==> config.mk <==
export PLATFORM = sky130hd
export DESIGN_NAME = key_debounce
export DESIGN_NICKNAME = d
export VERILOG_FILES = /design/src/rtl/key_debounce.sv
export SDC_FILE = /design/constraint.sdc
export NUM_CORES = 1
export LEC_CHECK = 0
export ABC_AREA = 1
export CAP_MARGIN = 15
export CORE_MARGIN = 1
export CORE_UTILIZATION = 55
export DETAILED_ROUTE_END_ITERATION = 7
export PLACE_DENSITY = 0.78
export SYNTH_ARGS = -nofsm -noshare
export SYNTH_HDL_FRONTEND = slang
export SYNTH_SLANG_ARGS = --single-unit
==> constraint.sdc <==
create_clock -name ck -period 1.7 [get_ports ck]
set_clock_uncertainty 0.05 [all_clocks]
set_input_delay 0.34 -clock ck [delete_from_list [all_inputs] [get_ports ck]]
set_output_delay 0.34 -clock ck [all_outputs]
set_load 0.02 [all_outputs]
==> src/rtl/key_debounce.sv <==
// Key/switch conditioner: two-flop synchronizer, stability-count debounce FSM,
// registered level plus single-cycle press/release/long-press pulses and a saturating press count.
module key_debounce #(
   parameter int STABLE_CYCLES = 4,
   parameter int LONG_CYCLES   = 16,
   parameter int CNT_W         = 8
) (
   input  logic             ck,
   input  logic             rst_n,
   input  logic             a_in,
   output logic             level_out,
   output logic             rise_pulse,
   output logic             fall_pulse,
   output logic             long_pulse,
   output logic [CNT_W-1:0] press_count
);

   localparam int SW = $clog2(STABLE_CYCLES);
   localparam int HW = $clog2(LONG_CYCLES);
   localparam logic [SW-1:0]    STAB_LAST = SW'(STABLE_CYCLES - 1);
   localparam logic [HW-1:0]    HOLD_LAST = HW'(LONG_CYCLES - 1);
   localparam logic [CNT_W-1:0] CNT_MAX   = {CNT_W{1'b1}};

   typedef enum logic [2:0] {
      ST_REL     = 3'd0,
      ST_PWAIT   = 3'd1,
      ST_PRESSED = 3'd2,
      ST_HELD    = 3'd3,
      ST_RWAIT   = 3'd4
   } state_t;

   logic             r_s1;
   logic             r_s2;
   state_t           r_state;
   state_t           w_state_nxt;
   logic [SW-1:0]    r_stab;
   logic [SW-1:0]    w_stab_nxt;
   logic [HW-1:0]    r_hold;
   logic [HW-1:0]    w_hold_nxt;
   logic             r_from_held;
   logic             w_from_held_nxt;
   logic             r_level;
   logic             r_rise;
   logic             r_fall;
   logic             r_long;
   logic [CNT_W-1:0] r_count;
   logic             w_level_nxt;
   logic             w_rise_nxt;
   logic             w_fall_nxt;
   logic             w_long_nxt;
   logic [CNT_W-1:0] w_count_nxt;

   // Two-flop synchronizer for the asynchronous key input.
   always_ff @(posedge ck or negedge rst_n) begin
      if (!rst_n) begin
         r_s1 <= 1'b0;
         r_s2 <= 1'b0;
      end else begin
         r_s1 <= a_in;
         r_s2 <= r_s1;
      end
   end

   // FSM state, stability counter, hold counter and release origin.
   always_ff @(posedge ck or negedge rst_n) begin
      if (!rst_n) begin
         r_state     <= ST_REL;
         r_stab      <= '0;
         r_hold      <= '0;
         r_from_held <= 1'b0;
      end else begin
         r_state     <= w_state_nxt;
         r_stab      <= w_stab_nxt;
         r_hold      <= w_hold_nxt;
         r_from_held <= w_from_held_nxt;
      end
   end

   // Next-state logic; a release sample always wins over the long-press check.
   always_comb begin
      w_state_nxt     = r_state;
      w_stab_nxt      = r_stab;
      w_hold_nxt      = r_hold;
      w_from_held_nxt = r_from_held;
      case (r_state)
         ST_REL: begin
            if (r_s2) begin
               w_state_nxt = ST_PWAIT;
               w_stab_nxt  = SW'(1);
            end else begin
               w_stab_nxt  = '0;
            end
         end
         ST_PWAIT: begin
            if (!r_s2) begin
               w_state_nxt = ST_REL;
               w_stab_nxt  = '0;
            end else if (r_stab == STAB_LAST) begin
               w_state_nxt = ST_PRESSED;
               w_stab_nxt  = '0;
               w_hold_nxt  = '0;
            end else begin
               w_stab_nxt  = r_stab + SW'(1);
            end
         end
         ST_PRESSED: begin
            if (!r_s2) begin
               w_state_nxt     = ST_RWAIT;
               w_stab_nxt      = SW'(1);
               w_from_held_nxt = 1'b0;
            end else if (r_hold == HOLD_LAST) begin
               w_state_nxt     = ST_HELD;
            end else begin
               w_hold_nxt      = r_hold + HW'(1);
            end
         end
         ST_HELD: begin
            if (!r_s2) begin
               w_state_nxt     = ST_RWAIT;
               w_stab_nxt      = SW'(1);
               w_from_held_nxt = 1'b1;
            end else begin
               w_state_nxt     = ST_HELD;
            end
         end
         ST_RWAIT: begin
            if (r_s2) begin
               w_state_nxt = r_from_held ? ST_HELD : ST_PRESSED;
               w_stab_nxt  = '0;
            end else if (r_stab == STAB_LAST) begin
               w_state_nxt = ST_REL;
               w_stab_nxt  = '0;
               w_hold_nxt  = '0;
            end else begin
               w_stab_nxt  = r_stab + SW'(1);
            end
         end
         default: begin
            w_state_nxt     = ST_REL;
            w_stab_nxt      = '0;
            w_hold_nxt      = '0;
            w_from_held_nxt = 1'b0;
         end
      endcase
   end

   // Output decode from the transition being taken this cycle.
   always_comb begin
      w_rise_nxt  = (r_state == ST_PWAIT)   &&  r_s2 && (r_stab == STAB_LAST);
      w_fall_nxt  = (r_state == ST_RWAIT)   && !r_s2 && (r_stab == STAB_LAST);
      w_long_nxt  = (r_state == ST_PRESSED) &&  r_s2 && (r_hold == HOLD_LAST);
      w_level_nxt = (w_state_nxt == ST_PRESSED) || (w_state_nxt == ST_HELD) ||
                    (w_state_nxt == ST_RWAIT);
      if (w_rise_nxt && (r_count != CNT_MAX)) begin
         w_count_nxt = r_count + CNT_W'(1);
      end else begin
         w_count_nxt = r_count;
      end
   end

   // Registered outputs.
   always_ff @(posedge ck or negedge rst_n) begin
      if (!rst_n) begin
         r_level <= 1'b0;
         r_rise  <= 1'b0;
         r_fall  <= 1'b0;
         r_long  <= 1'b0;
         r_count <= '0;
      end else begin
         r_level <= w_level_nxt;
         r_rise  <= w_rise_nxt;
         r_fall  <= w_fall_nxt;
         r_long  <= w_long_nxt;
         r_count <= w_count_nxt;
      end
   end

   assign level_out   = r_level;
   assign rise_pulse  = r_rise;
   assign fall_pulse  = r_fall;
   assign long_pulse  = r_long;
   assign press_count = r_count;

endmodule

# Yosys cells after proc, flatten, opt, wreduce, memory -nomap -nowiden
# Cells that the tools add are included.
# op_classes
addsub	3
multipliers	0
div	0
magnitude_cmp	0
eq_ne	17
n_shift	0
n_mux	25
bitwise	2
n_reduce_logical	16
# op_table
operator	count
$mux 3	8
$mux 4	5
$pmux 4 s4	1
$pmux 3 s5	1
$ne 2x2->1 const B	7
$eq 3x2->1 const B	4
$add 8x1->8 const B	1
$mux 2	4
$ne 8x8->1 const B	1
$pmux 2 s4	1
$logic_and 1x1->1	7
$eq 3x3->1 const B	2
$reduce_and 5->1	1
$add 4x1->4 const B	1
$eq 4x4->1 const B	1
$mux 1	4
$reduce_or 2->1	2
$eq 3x1->1 const B	1
$logic_not 3->1	1
$pmux 1 s3	1
$reduce_and 3->1	1
$reduce_or 3->1	1
$add 2x1->2 const B	1
$eq 2x2->1 const B	1
other kinds (3)	5
# word_totals
regBits	24
latchBits	0
ram_bits	0
rom_bits	0
out_inout_bits	12
wordCells	74
memories	0

# Depth between registers and ports, before layout
# Gate-level depths: netlist of run 1.
# depth
word_depth	7
mapped_depth	8
depth_no_buf	8

# Worst setup path before layout of run 1
# OpenSTA, ideal clock, no wires.
# synth_path
kind	flip-flop to flip-flop
startpoint	register r_count[1], in the netlist press_count[1]
endpoint	register r_count[5], in the netlist press_count[5]
setup_ps	117
t_arrival_ps	1283
slack_ps	250
stages_incl_launch_ff	9
path_cell_list	dfrtp_1 > ha_1 > inv_1 > nor2_1 > nand2_1 > nand2_4 > clkinv_4 > nand2_1 > nand2_1
# synth_via
elab_chain_len	2
# synth_rtl
element	line_no	text
from (decl)	46	logic [CNT_W-1:0] r_count;
from (signal assigned)	174	r_count <= w_count_nxt;
parallel branches: the longest is 2 deep, another holds $add 8x1->8	-	
# Several ways; the timed one is not identified.
# A chain may end at the register's enable or synchronous reset.

# Worst setup path after layout of run 1
# layout_path
startpoint	register r_rise, in the netlist rise_pulse
endpoint	output rise_pulse
# layout_rtl
element	line_no	text
from (decl)	43	logic r_rise;
from (signal assigned)	171	r_rise <= w_rise_nxt;
to (decl)	12	output logic rise_pulse,
# No word-level cell between the ends.

==> results of run 1 <==
cells in the final DEF, fill, tap and decap left out:
master / synthesis / layout
nand2_1: 39 / 39
dfrtp_1: 24 / 24
nand3_1: 17 / 17
inv_1: 14 / 14
nor2_1: 11 / 11
dlygate4sd2_1: 0 / 8
inv_2: 7 / 7
o21ai_0: 6 / 6
xor2_1: 6 / 6
clkdlybuf4s50_1: 0 / 5
nand2_2: 4 / 4
o21bai_1: 4 / 4
nand2_4: 3 / 3
nor3_1: 3 / 3
xnor2_1: 3 / 3
ha_1: 3 / 3
clkbuf_4: 0 / 3
nor2_2: 2 / 2
nand3_2: 2 / 2
nand4_1: 2 / 2
buf_4: 0 / 2
o31ai_2: 1 / 1
nand3_4: 1 / 1
or2_1: 1 / 1
nor3_4: 1 / 1
clkinv_4: 1 / 1
o21ai_1: 1 / 1
nor2_8: 1 / 1
a21boi_0: 1 / 1
clkbuf_8: 0 / 1
dlymetal6s2s_1: 0 / 1
per-stage QoR:
step	instance area (um2)	std cells
finish	1560	206
global placement	1531	202
CTS	1558	206
global route	1560	206
detailed placement	1531	202
floorplan	1345	159
state kept, by name (all words and copies together), names as in the netlist:
register and flops:
r_stab 2, fall_pulse 1, r_s1 1, rise_pulse 1, r_state 3, r_hold 4, level_out 1, long_pulse 1
press_count 8, r_from_held 1, r_s2 1
worst reg2reg max path: cells and delay by family (launching register included):
kind | cells | cell delay, ns
simple gates | 5 | 0.77
flops | 1 | 0.51
buf+inv | 1 | 0.07
power by group through the flow:
stage	combinational, uW	sequential [uW]	clock (uW)
floorplan	387	729	0
global placement	537	713	0
detailed placement	544	714	0
CTS	537	703	313
global route	594	713	325
finish	533	703	304
final cells by class:
| cell class | count | area share [%] |
|---|---|---|
| multi-input combinational | 112 | 41.86 |
| clock buffer | 4 | 2.326 |
| timing repair buffer | 16 | 9.463 |
| inverter | 22 | 5.613 |
| tap | 28 | 2.245 |
| sequential | 24 | 38.49 |
path summary, 6_finish.rpt:
| path | to | slack (ns) | depth (start not counted) |
|---|---|---|---|
| setup / recovery | rise_pulse | 0.03 | 1 |
| min in group ck | r_s2 | 0.32 | 0 |
| hold / removal | r_hold[3] | 0.30 | 2 |
| setup reg to reg | r_hold[2] | 0.20 | 6 |
| max in group asynchronous | r_state[1] | 1.05 | 2 |
| hold reg to reg | r_s2 | 0.32 | 0 |
cell families after synthesis:
| kind of cell | synth area share, % |
|---|---|
| buffers and inverters | 6.791 |
| flip-flops | 44.65 |
| AND/OR/NAND/NOR | 33.58 |
| XOR/XNOR | 5.861 |
| AO/OA/AOI/OAI | 6.325 |
| adder cells (fa/ha/maj) | 2.791 |
timing repair:
| action | 4_1_cts | 5_1_grt |
|---|---|---|
| resized for setup | 8 | 1 |
| gates cloned | 0 | 0 |
| pin swaps | 0 | 0 |
| endpoints found under the setup margin | 8 | 1 |
routing by layer:
metal  track usage, %  vias up  part of all wire, %
li1                 -      541                    -
met3            3.571        4                  3.4
met2            36.36       25                   48
met5                0        -                    0
met1            29.87      504                   48
met4            6.757        0                 0.89
==> qor.yml, run 1 <==
seqPwrFrac_pct: 45.7
fill_cells: 187
yosysTopAreaCellShare_pct: 44.65
start_util_pct: 59.66
async_flop_share_pct: 100.0
initialDrtViolationCount: 13
layout-drive-gt1-share_pct: 16.29
setup_violations: 0
vias: 1074
die_w_um: 51.45
via_per_inst: 5.214
setup_slack_ns: 0.03470
synth_ff_type: "dfrtp_1"
hpwl_mm: 1.830
htree_levels: 1
worst_pin_slew_ns: 0.3096
drt_drc_violations_left: 0
final_core_util_pct: 69.20
power.leakage_uw: 0.0008465
ys_warn_count: 0
crit_required_ns: 1.31
areaGrowthSynthToFinish_pct: 16.00
cts_tree: "built"
synth.area.top_cells: "dfrtp_1 (45%), nand2_1 (11%), nand3_1 (6.3%)"
min_period_ns: 1.665
sw_frac_of_total_pct: 38.05
cts.sinks: 24
critPathSlowestCell: "clkdlybuf4s50_1"
antenna_left: 0
cts_made_buffers: 3
critPathKind: "reg2out"
wl_per_cell_um: 12.01
synthDistinctLibCells: 26
ctsHoldBuffers: 0
slew-limit-headroom_pct: 79.36
core_region_area_um2: 2255
multi_input_area_um2: 653.1
synth_area_leader_cell: "dfrtp_1"
root_buffer: "clkbuf_4"
rsz0062_at_grt: "no"
die_h_um: 51.45
worstHoldPathType: "in2async"
antennaDiodeCount: 0
post-route-period-util_pct: 97.96
yosysMostFrequentCell: "nand2_1"
nNetsFinal: 185
vdd_ir_drop_max_mv: 0.9458
worstPathArrival_ns: 1.28
switching_power_uw: 585.7
whs_ns: 0.3045
cts.path.max_buffers: 2
p_clk_share_pct: 19.7
ys_seq_area_share_pct: 44.65
clkLatencyLatePin_ns: 0.32
drt-pass1-iter-count: 4
slowest_delay_ns: 0.60
pre_cts_ws_ns: 0.2272
worstSetupEndpointType: "primary output"
grt_pass1_vias: 1013
io-pin-count: 15
gp_congestion: 0.9086
post_cts_buffers: 0
path_buf_inv: 1
dieArea_um2: 2647
finalPower_uw: 1540
p_int_uw: 953.8
fmax_ghz: 0.6005
grt.total_usage_pct: 22.14
portBuffers: 14
syn_inst: 159
status: "complete, no violations"
synth-edff-count: 0
antenna_found_initial: 0
synth.top_cells.by_count: "nand2_1 (39), dfrtp_1 (24), nand3_1 (17)"
synth-seq-cells: 24
wirelength_mm: 2.475
syn_nets: 165
grt_start_max_net_pins: 25
slew_viol_final: 0
hold_violations: 0
cpLargestDelayFamily: "buffers and inverters"
grt_overflow: 0
grt_pass1_wl_mm: 4.312
crit_path_max_fanout: 1
power.density_nw_per_um2: 986.7
crit_chain: "clkdlybuf4s50_1"
seqCellArea_um2: 600.6
fin_setup_tns_ns: 0
maxCapViolCount: 0
timing.rr.start: "r_state[0]"
synth_area_um2: 1345
combPwrFrac_pct: 34.6
crit_path_start: "rise_pulse"
synth_area_per_cell_um2: 8.459
clkTransAtPathRegs_ns: 0.14
startpoint_type: "register"
core.rowCount: 17
(Power assumes the default switching activity.)
==> run 2, diff against run 1 <==
Settings changed: CAP_MARGIN 15 to 25, GPL_ROUTABILITY_DRIVEN from default to 0, PLACE_DENSITY 0.78 to 0.82.
==> qor.yml, run 2 (synthesized netlist as in run 1, its figures left out) <==
drt_drc_violations_left: 0  # unchanged
cts_tree: "built"
rsz0062_at_grt: "no"
vdd_ir_drop_max_mv: 0.7805  # -17%
cts.sinks: 24  # unchanged
grt_pass1_vias: 1047  # +3.4%
nNetsFinal: 185  # unchanged
via_per_inst: 5.190  # -0.45%
fill_cells: 204  # +9.1%
whs_ns: 0.1263  # -0.1782 ns
areaGrowthSynthToFinish_pct: 14.79
dieArea_um2: 2647  # unchanged
post-route-period-util_pct: 96.52  # -1.4 points
antenna_found_initial: 0  # unchanged
layout-drive-gt1-share_pct: 15.82  # -0.47 points
portBuffers: 14  # unchanged
fin_setup_tns_ns: 0  # unchanged
hold_violations: 0  # unchanged
antenna_left: 0  # unchanged
crit_chain: "clkdlybuf4s50_1"
critPathSlowestCell: "clkdlybuf4s50_1"
setup_violations: 0  # unchanged
largest_register_ffs: 8  # unchanged
clkTransAtPathRegs_ns: 0.12  # -0.02 ns
seqCellArea_um2: 600.6  # unchanged
cpLargestDelayFamily: "buffers and inverters"
clkLatencyLatePin_ns: 0.30  # -0.02 ns
slowest_delay_ns: 0.61  # about the same
grt_overflow: 0  # unchanged
final_cell_mix: "nand2_1 (39), dfrtp_1 (24), nand3_1 (17)"
final_common_cell: "nand2_1"
crit_required_ns: 1.31  # about the same
maxCapViolCount: 0  # unchanged
initialDrtViolationCount: 14  # +1
finalNonFillerCells: 205  # -0.49%
slew-limit-headroom_pct: 79.87  # +0.51 points
cts_made_buffers: 3  # unchanged
pre_cts_ws_ns: 0.2400  # +0.01286 ns
crit_path_start: "level_out"
worstHoldPathType: "in2async"
io-pin-count: 15  # unchanged
root_buffer: "clkbuf_4"
drt-pass1-iter-count: 4  # unchanged
worstSetupEndpointType: "primary output"
power.leakage_uw: 0.0008205  # -3.1%
dp.cells: 202  # unchanged
power.density_nw_per_um2: 951.5  # -3.6%
min_period_ns: 1.641  # -0.02442 ns
fmax_ghz: 0.6094  # +1.5%
die_h_um: 51.45  # unchanged
worst_pin_slew_ns: 0.3019  # -0.007650 ns
setup_slack_ns: 0.05912  # +0.02442 ns
wirelength_mm: 2.494  # +0.77%
core.rowCount: 17  # unchanged
start_util_pct: 59.66  # unchanged
die_w_um: 51.45  # unchanged
cts.path.max_buffers: 2  # unchanged
antennaDiodeCount: 0  # unchanged
multi_input_area_um2: 653.1  # unchanged
critPathKind: "reg2out"
htree_levels: 1  # unchanged
startpoint_type: "register"
hpwl_mm: 1.930  # +5.5%
path_buf_inv: 1  # unchanged
slew_viol_final: 0  # unchanged
status: "complete, no violations"
crit_path_max_fanout: 1  # unchanged
timing.rr.start: "r_state[0]"
ctsHoldBuffers: 0  # unchanged
grt_pass1_wl_mm: 4.416  # +2.4%
wl_per_cell_um: 12.17  # +1.3%
core_region_area_um2: 2255  # unchanged
grt_start_max_net_pins: 24  # -4.0%
worstPathArrival_ns: 1.25  # -0.03 ns
vias: 1064  # -0.93%
grt.total_usage_pct: 22.54  # +0.40 points
-- run 2: path summary, 6_finish.rpt --
| kind | endpoint | slack [ns] | cells after the start |
|---|---|---|---|
| max | level_out | 0.06 | 1 |
| min | r_s1 | 0.13 | 1 |
| max reg2reg | r_hold[3] | 0.23 | 6 |
| min reg2reg | r_s2 | 0.32 | 0 |
| max in group asynchronous | r_hold[2] | 1.00 | 2 |
| min in group ck | r_s2 | 0.32 | 0 |
-- run 2: through the flow --
step | instance area, um2 | utilization (%) | total power, uW
after floorplan | 1345 | - | 1115
after global placement | 1531 | 67.92 | 1243
after detailed placement | 1531 | 67.92 | 1264
after CTS | 1544 | 68.48 | 1486
after global routing | 1544 | 68.48 | 1578
final | 1544 | 68.48 | 1469
-- run 2: timing repair --
action                                  4_1_cts  5_1_grt
endpoints found under the setup margin        8        0
resized for setup                             8        0
setup buffers                                 0        0
-- run 2: metal layers --
metal  wire [um]  up-vias  global-route usage, %
met5           0        -                      0
met4          14        0                  8.108
met1        1108      507                  27.01
met2        1289       13                  39.83
li1            -      542                      -
met3          81        2                  4.167
-- run 2: final cells by class --
| class | instances | share of cell area, % |
|---|---|---|
| Clock buffer | 3 | 1.459 |
| Tap cell | 28 | 2.269 |
| Inverter | 22 | 5.673 |
| Sequential cell | 24 | 38.90 |
| Multi-Input combinational cell | 112 | 42.30 |
| Timing Repair Buffer | 16 | 9.400 |
-- run 2: power breakdown --
part           internal [uW]  switching, uW
logic                    186            345
clock network           82.5            150
registers                637           68.9
==> run 3, diff against run 2 <==
Settings changed: SLEW_MARGIN from default to 15.
==> results of run 3 <==
No change in the layout: final DEF, timing and power equal those of run 2.
